--- src/rtl/regfile_wr_arbiter.sv ---
// Three-source write-port arbiter for the register file.
// Slow units that keep losing become urgent; a registered write drives the regfile.

module regfile_wr_wait_cnt #(
  parameter int STARVE_MAX = 4
) (
  input  logic cpu_clk_50M,
  input  logic cpu_rst,
  input  logic req,
  input  logic ack,
  output logic urgent
);
  logic [3:0] cnt;

  always_ff @(posedge cpu_clk_50M or posedge cpu_rst)
    if (cpu_rst)                      cnt <= '0;
    else if (!req || ack)             cnt <= '0;
    else if (cnt != 4'(STARVE_MAX))   cnt <= cnt + 4'd1;

  assign urgent = req && (cnt == 4'(STARVE_MAX));
endmodule

module regfile_wr_arbiter #(
  parameter int DATA_W     = 32,
  parameter int ADDR_W     = 5,
  parameter int STARVE_MAX = 4
) (
  input  logic              cpu_clk_50M,
  input  logic              cpu_rst,
  input  logic [2:0]        req,
  input  logic [ADDR_W-1:0] wa0,
  input  logic [ADDR_W-1:0] wa1,
  input  logic [ADDR_W-1:0] wa2,
  input  logic [DATA_W-1:0] wd0,
  input  logic [DATA_W-1:0] wd1,
  input  logic [DATA_W-1:0] wd2,
  output logic [2:0]        ack,
  output logic              we,
  output logic [ADDR_W-1:0] wa,
  output logic [DATA_W-1:0] wd,
  output logic [1:0]        grant_id,
  output logic [31:0]       busy_mask
);
  logic [2:0][ADDR_W-1:0] wa_all;
  logic [2:0][DATA_W-1:0] wd_all;
  logic [1:0]             urgent;   // bit k belongs to port k+1
  logic                   rr_ptr;   // 0 -> port 1 next, 1 -> port 2 next
  logic [2:0]             ack_c;
  logic [1:0]             gid_c;

  assign wa_all = {wa2, wa1, wa0};
  assign wd_all = {wd2, wd1, wd0};

  for (genvar k = 0; k < 2; k++) begin : g_wait
    regfile_wr_wait_cnt #(.STARVE_MAX(STARVE_MAX)) u_wait (
      .cpu_clk_50M (cpu_clk_50M),
      .cpu_rst     (cpu_rst),
      .req         (req[k+1]),
      .ack         (ack_c[k+1]),
      .urgent      (urgent[k])
    );
  end

  always_comb begin
    ack_c = '0;
    if (urgent == 2'b11)      ack_c = rr_ptr ? 3'b100 : 3'b010;
    else if (urgent[0])       ack_c = 3'b010;
    else if (urgent[1])       ack_c = 3'b100;
    else if (req[0])          ack_c = 3'b001;
    else if (req[2:1] == 2'b11) ack_c = rr_ptr ? 3'b100 : 3'b010;
    else if (req[1])          ack_c = 3'b010;
    else if (req[2])          ack_c = 3'b100;
    if (cpu_rst) ack_c = '0;
  end

  always_comb begin
    gid_c = 2'd3;
    if (ack_c[0])      gid_c = 2'd0;
    else if (ack_c[1]) gid_c = 2'd1;
    else if (ack_c[2]) gid_c = 2'd2;
  end

  assign ack = ack_c;

  always_ff @(posedge cpu_clk_50M or posedge cpu_rst)
    if (cpu_rst) begin
      we       <= 1'b0;
      wa       <= '0;
      wd       <= '0;
      grant_id <= 2'd3;
      rr_ptr   <= 1'b0;
    end else begin
      if (|ack_c) begin
        // r0 writes still consume a grant but never reach the regfile
        we       <= (wa_all[gid_c] != '0);
        wa       <= wa_all[gid_c];
        wd       <= wd_all[gid_c];
        grant_id <= gid_c;
      end else begin
        we       <= 1'b0;
        wa       <= '0;
        wd       <= '0;
        grant_id <= 2'd3;
      end
      if (ack_c[1])      rr_ptr <= 1'b1;
      else if (ack_c[2]) rr_ptr <= 1'b0;
    end

  always_comb begin
    busy_mask = '0;
    for (int i = 0; i < 3; i++)
      if (req[i] && wa_all[i] != '0) busy_mask[wa_all[i]] = 1'b1;
  end
endmodule

--- config.mk ---
export PLATFORM = sky130hd
export DESIGN_NAME = regfile_wr_arbiter
export DESIGN_NICKNAME = d
export VERILOG_FILES = /design/src/rtl/regfile_wr_arbiter.sv
export SDC_FILE = /design/constraint.sdc
export NUM_CORES = 1
export LEC_CHECK = 0
export ABC_CLOCK_PERIOD_IN_PS = 6100
export CAP_MARGIN = 20
export CORE_UTILIZATION = 36
export CTS_BUF_LIST = sky130_fd_sc_hd__clkbuf_4 sky130_fd_sc_hd__clkbuf_8
export DETAILED_ROUTE_END_ITERATION = 12
export HOLD_SLACK_MARGIN = 0.06
export MAX_ROUTING_LAYER = met4
export PLACE_DENSITY = 0.79
export SETUP_SLACK_MARGIN = 0.4
export SYNTH_ARGS = -nofsm -noshare
export SYNTH_HDL_FRONTEND = slang
export SYNTH_SLANG_ARGS = --single-unit
--- constraint.sdc ---
create_clock -name cpu_clk_50M -period 6.1 [get_ports cpu_clk_50M]
set_input_delay 0.915 -clock cpu_clk_50M [delete_from_list [all_inputs] [get_ports cpu_clk_50M]]
set_output_delay 0.915 -clock cpu_clk_50M [all_outputs]
set_load 0.02 [all_outputs]
==> summary.log, run 1 <==
qor: synth.number_of_enable_type_register_cells_in_the_synthesized_netlist 0
qor: synth.ys_top_cells_by_count sky130_fd_sc_hd__nand2_1 (63), sky130_fd_sc_hd__dfrtp_1 (47), sky130_fd_sc_hd__inv_1 (42)
qor: global_routing.grt_pass1_wl 18.0 mm
qor: synth.share_of_flip_flops_with_an_asynchronous_set_or_reset_after_synthesis 1.00
qor: synth.ys_dominant_reg_cell sky130_fd_sc_hd__dfrtp_1
qor: global_routing.grt_overflow_total 0
qor: placed_design.gp_congestion 0.955
qor: die.initial_utilization 0.373
qor: synth.syn_inst 365
qor: synth.mappedNetlistArea 3080 um^2
qor: clock_network.cts.sinks 49
qor: synth.synth_top_area_frac 0.382
qor: clock_network.cts_buffers 5
qor: outcome.failed_stage detailed routing (5_2_route)
qor: die.floorplan.io_pins 191
qor: clock_network.cts.root.buffer_cell sky130_fd_sc_hd__clkbuf_8
qor: die.fp.dieW 94.5 um
qor: synth.synth_register_bits 49
qor: outcome.status stopped before the end
qor: clock_network.cts-resized-gates 0
qor: placed_design.io_buffers 189
qor: die.dieHeight 94.5 um
qor: clock_network.clock_tree.buffer_depth 2
qor: synth.synthesis.area_per_instance 8.44 um^2
qor: synth.syn-num-nets 485
qor: synth.synth.largest_area_cell sky130_fd_sc_hd__dfrtp_1
qor: global_routing.pin_count_of_the_biggest_net_entering_global_routing 52
qor: clock_network.hold_buffers 0
qor: synth.yosysWarnings 0
qor: synth.synth.most_common_cell sky130_fd_sc_hd__nand2_1
qor: clock_network.cts_h_tree_depth 2
qor: synth.synth.yosys.seq_area_share 0.399
qor: outcome.flow.first_error [ERROR DRT-0255] Maze Route cannot find path of net cpu_clk_50M in worker of routeBox ( 48300 0 ) ( 94485 48300 ).
qor: global_routing.first_global_vias 3,508
qor: global_routing.grt_antenna_before_repair 0
qor: global_routing.grt_usage 0.276
qor: synth.synthTopCellsByArea sky130_fd_sc_hd__dfrtp_1 (38%), sky130_fd_sc_hd__a222oi_1 (9.8%), sky130_fd_sc_hd__nand2_1 (7.7%)
qor: clock_network.cts.repair_timing.setup_buffer_count 0
qor: synth.synthDistinctLibCells 48
qor: placed_design.detailedPlacementHpwl 9.42 mm
qor: placed_design.place_area 4980 um^2
qor: die.rows 33
## metrics by stage
stage / setup slack [ns] / util / std cells
3_5_place_dp: 1.61 / 0.603 / 633
3_3_place_gp: 1.67 / 0.603 / 633
4_1_cts: 1.61 / 0.618 / 641
5_1_grt: 1.45 / 0.618 / 642
2_1_floorplan: 2.14 / - / 365
## cells by family after synthesis
family / share of synthesized area
fa+ha+maj: 0.0163
buf+inv: 0.100
compound gates: 0.252
mux: 0.0195
flops: 0.399
xor+xnor: 0.00569
simple gates: 0.206
other cells: 0.00122
## routing by layer
metal and GRT usage:
met1 0.305, met4 0.144, met3 0.0491, met5 -, met2 0.474
==> run 2, diff against run 1 <==
CORE_UTILIZATION = 21   (was 36)
CTS_BUF_LIST = not set   (was sky130_fd_sc_hd__clkbuf_4 sky130_fd_sc_hd__clkbuf_8)
HOLD_SLACK_MARGIN = not set   (was 0.06)
MAX_ROUTING_LAYER = not set   (was met4)
PLACE_DENSITY = not set   (was 0.79)
PLACE_DENSITY_LB_ADDON = 0.15   (was not set)
SETUP_SLACK_MARGIN = not set   (was 0.4)
==> summary.log, run 2 <==
qor: die.rows 43 [+30%]
qor: clock_network.cts-resized-gates 0 [unchanged]
qor: clock_network.cts.root.buffer_cell sky130_fd_sc_hd__clkbuf_16
qor: timing.final_setup_violation_count 0
qor: cells_and_area.reg.largest.list wd (32), g_wait.u_wait.cnt (8), wa (5)
qor: synth.syn-num-nets 485 [unchanged]
qor: pwr.total_power_draw 1.01 mW
qor: die.dieHeight 123 um [+30%]
qor: cells_and_area.layout_commonest_cell sky130_fd_sc_hd__clkdlybuf4s50_1
qor: synth.yosysWarnings 0 [unchanged]
qor: routing.remaining_drc_errors 0
qor: clock_network.cts.sinks 49 [unchanged]
qor: critical_path.worst_ep_required_time 5.18 ns
qor: global_routing.grt_pass1_wl 18.9 mm [+4.8%]
qor: synth.synth_top_area_frac 0.382 [unchanged]
qor: critical_path.cp_startpoint_kind primary input
qor: synth.synth.largest_area_cell sky130_fd_sc_hd__dfrtp_1
qor: cells_and_area.synthToLayoutAreaGrowth 71.0%
qor: critical_path.critPathMaxStageDelay 0.67 ns
qor: timing.max_slew_margin 0.522
qor: routing.antenna_left 0
qor: cells_and_area.regMostFlops wd
qor: critical_path.critical_path.most_common_cell sky130_fd_sc_hd__clkdlybuf4s50_1
qor: placed_design.gp_congestion 0.882 [-7.6%]
qor: clock_network.hold_buffers 0 [unchanged]
qor: global_routing.grt_overflow_total 0 [unchanged]
qor: routing.vias 3,522
qor: min_path.hp-class reg2reg
qor: clock_network.cts_buffers 5 [unchanged]
qor: cells_and_area.antenna_cells_inserted 0
qor: global_routing.grt_antenna_before_repair 0 [unchanged]
qor: synth.synth.yosys.seq_area_share 0.399 [unchanged]
qor: routing.post_drt_via_cell_ratio 4.90
qor: outcome.status complete, no violations
qor: routing.total_routed_wirelength 13.1 mm
qor: timing.fmax 224 MHz
qor: cells_and_area.final_nets 658
qor: global_routing.grt_usage 0.166 [-0.110]
qor: synth.synth_register_bits 49 [unchanged]
qor: timing.fin_hold_ws 0.561 ns
qor: synth.synthDistinctLibCells 48 [unchanged]
qor: critical_path.timing.critical_path.slowest_stage_cell sky130_fd_sc_hd__clkdlybuf4s50_1
qor: timing.finalMaxSlewViolations 0
qor: routing.wl_per_cell 18.3 um
qor: timing.post-route-period-util 0.733
qor: cells_and_area.layout_common_cells sky130_fd_sc_hd__clkdlybuf4s50_1 (189), sky130_fd_sc_hd__nand2_1 (63), sky130_fd_sc_hd__dfrtp_1 (47)
qor: critical_path.critPathBufInv 4
qor: routing.detailedRoute.firstPassIterationCount 6
qor: clock_network.cts_h_tree_depth 2 [unchanged]
qor: flow_run.drv_cap 0
qor: clock_network.cts.repair_timing.setup_buffer_count 0 [unchanged]
qor: cells_and_area.largest_register_ff_count 32
qor: cells_and_area.post_route_cells_drive_above_1_share 0.0482
qor: global_routing.pin_count_of_the_biggest_net_entering_global_routing 52 [unchanged]
qor: timing.worst_clock_skew 0.00437 ns
qor: die.floorplan.core_area 14,100 um^2
qor: critical_path.timing.critical_path.cells clkdlybuf4s50_1 > and4b_4 > or3_1 > clkinv_1 > buf_4 > clkdlybuf4s50_1
qor: pwr.vdd.ir_drop.worst 0.0923 mV
qor: timing.setup-tns-final 0 ns
qor: synth.number_of_enable_type_register_cells_in_the_synthesized_netlist 0 [unchanged]
qor: critical_path.worstPathMaxFanout 34
qor: pwr.powerDensity 192 nW/um^2
qor: synth.synthTopCellsByArea sky130_fd_sc_hd__dfrtp_1 (38%), sky130_fd_sc_hd__a222oi_1 (9.8%), sky130_fd_sc_hd__nand2_1 (7.7%)
qor: synth.synth.most_common_cell sky130_fd_sc_hd__nand2_1
qor: routing.drt_iter0_markers 263
qor: timing.setup_repair_after_global_routing_missed_its_margin false
qor: critical_path.cpLargestDelayFamily buffers and inverters
qor: critical_path.crit_type in2out
qor: die.floorplan.io_pins 191 [unchanged]
qor: synth.ys_dominant_reg_cell sky130_fd_sc_hd__dfrtp_1
qor: synth.ys_top_cells_by_count sky130_fd_sc_hd__nand2_1 (63), sky130_fd_sc_hd__dfrtp_1 (47), sky130_fd_sc_hd__inv_1 (42)
qor: timing.hold_viol_final 0
qor: synth.synthesis.area_per_instance 8.44 um^2 [unchanged]
qor: global_routing.first_global_vias 3,438 [-2.0%]
qor: clock_network.clkSlewWorstSetupHoldPaths 0.06 ns
qor: synth.syn_inst 365 [unchanged]
qor: synth.mappedNetlistArea 3080 um^2 [unchanged]
qor: placed_design.io_buffers 189 [unchanged]
qor: cells_and_area.postLayoutCoreUtil 0.374
qor: clock_network.clk-insertion-delay-late 0.29 ns
qor: die.fp.dieW 123 um [+30%]
qor: die.initial_utilization 0.218 [-0.154]
qor: critical_path.cp-end-kind primary output
qor: critical_path.cp_data_arrival_time 3.56 ns
qor: timing.min_period 4.47 ns
qor: synth.share_of_flip_flops_with_an_asynchronous_set_or_reset_after_synthesis 1.00 [unchanged]
qor: placed_design.detailedPlacementHpwl 10.0 mm [+6.6%]
qor: die.fp.dieArea 15,200 um^2
qor: clock_network.clock_tree.buffer_depth 2 [unchanged]
qor: clock_network.cts_tree yes
qor: pwr.p_leak 2.42 nW
qor: timing.worst-slew-pin-transition 0.715 ns
run 2: cell counts after synthesis:
Identical to the previous run, type by type.
run 2: final timing paths:
kind	startpoint	depth (start not counted)	to	slack (ns)
min	g_wait[0].u_wait.cnt[1]$_DFFE_PP0P_	2	g_wait[0].u_wait.cnt[1]$_DFFE_PP0P_	0.56
min in group asynchronous	cpu_rst	3	rr_ptr$_DFFE_PP0P_	1.27
min reg2reg	g_wait[0].u_wait.cnt[1]$_DFFE_PP0P_	2	g_wait[0].u_wait.cnt[1]$_DFFE_PP0P_	0.56
max reg2reg	g_wait[0].u_wait.cnt[0]$_DFFE_PP0P_	10	we$_DFF_PP0_	3.24
max	req[2]	6	ack[0]	1.63
max in group asynchronous	cpu_rst	3	wd[0]$_DFF_PP0_	4.41
run 2: cell families after synthesis:
kind of cell	count (synthesis)	share of synthesized area
other	1	0.00122
DFF	49	0.399
xor gates and xnor gates	2	0.00569
and+or+nand+nor	130	0.206
buffers and inverters	73	0.100
adders and majority gates	4	0.0163
muxes	6	0.0195
AOI/OAI and AO/OA	100	0.252
run 2: worst register-to-register path, cell delays in order (launching register included):
cell and delay [ns]:
sky130_fd_sc_hd__dfrtp_1 0.42, sky130_fd_sc_hd__inv_1 0.08, sky130_fd_sc_hd__ha_1 0.22, sky130_fd_sc_hd__nand4b_4 0.15, sky130_fd_sc_hd__nand2_1 0.10, sky130_fd_sc_hd__or3_1 0.47
sky130_fd_sc_hd__clkinv_1 0.13, sky130_fd_sc_hd__buf_4 0.27, sky130_fd_sc_hd__a222oi_1 0.40, sky130_fd_sc_hd__nand2_1 0.09, sky130_fd_sc_hd__or4_1 0.40
run 2: per-layer routing:
metal	GRT usage	part of all wire
met4	0.0489	0.010
met3	0.0406	0.10
met5	0	0
met2	0.301	0.49
met1	0.193	0.40
run 2: final cells by class:
type                    count  area [um^2]
repair buffers            195         1930
multi-input cells         243         1540
flip-flops and latches     49         1230
inverters                  44          165
clock inverters             1         30.0
fillers                  1442         8830
well taps                 180          225
clock buffers               7          143
run 2: report_power, final:
part	total (mW)	leakage, nW	switching, mW	internal (mW)
combinational	0.322	1.70	0.161	0.162
clock	0.317	0.0841	0.112	0.205
sequential	0.372	0.636	0.0146	0.358
total	1.01	2.42	0.287	0.724
run 2: per-stage QoR:
| stage | worst slack (ns) | cell area, um^2 | std cells |
|---|---|---|---|
| after global placement | 1.68 | 5080 | 709 |
| after detailed placement | 1.62 | 5090 | 710 |
| after global routing | 1.49 | 5270 | 719 |
| after CTS | 1.62 | 5260 | 718 |
| after floorplan | 2.14 | 3080 | 365 |
| final | 1.63 | 5270 | 719 |
Power figures use the tool's default switching activity.
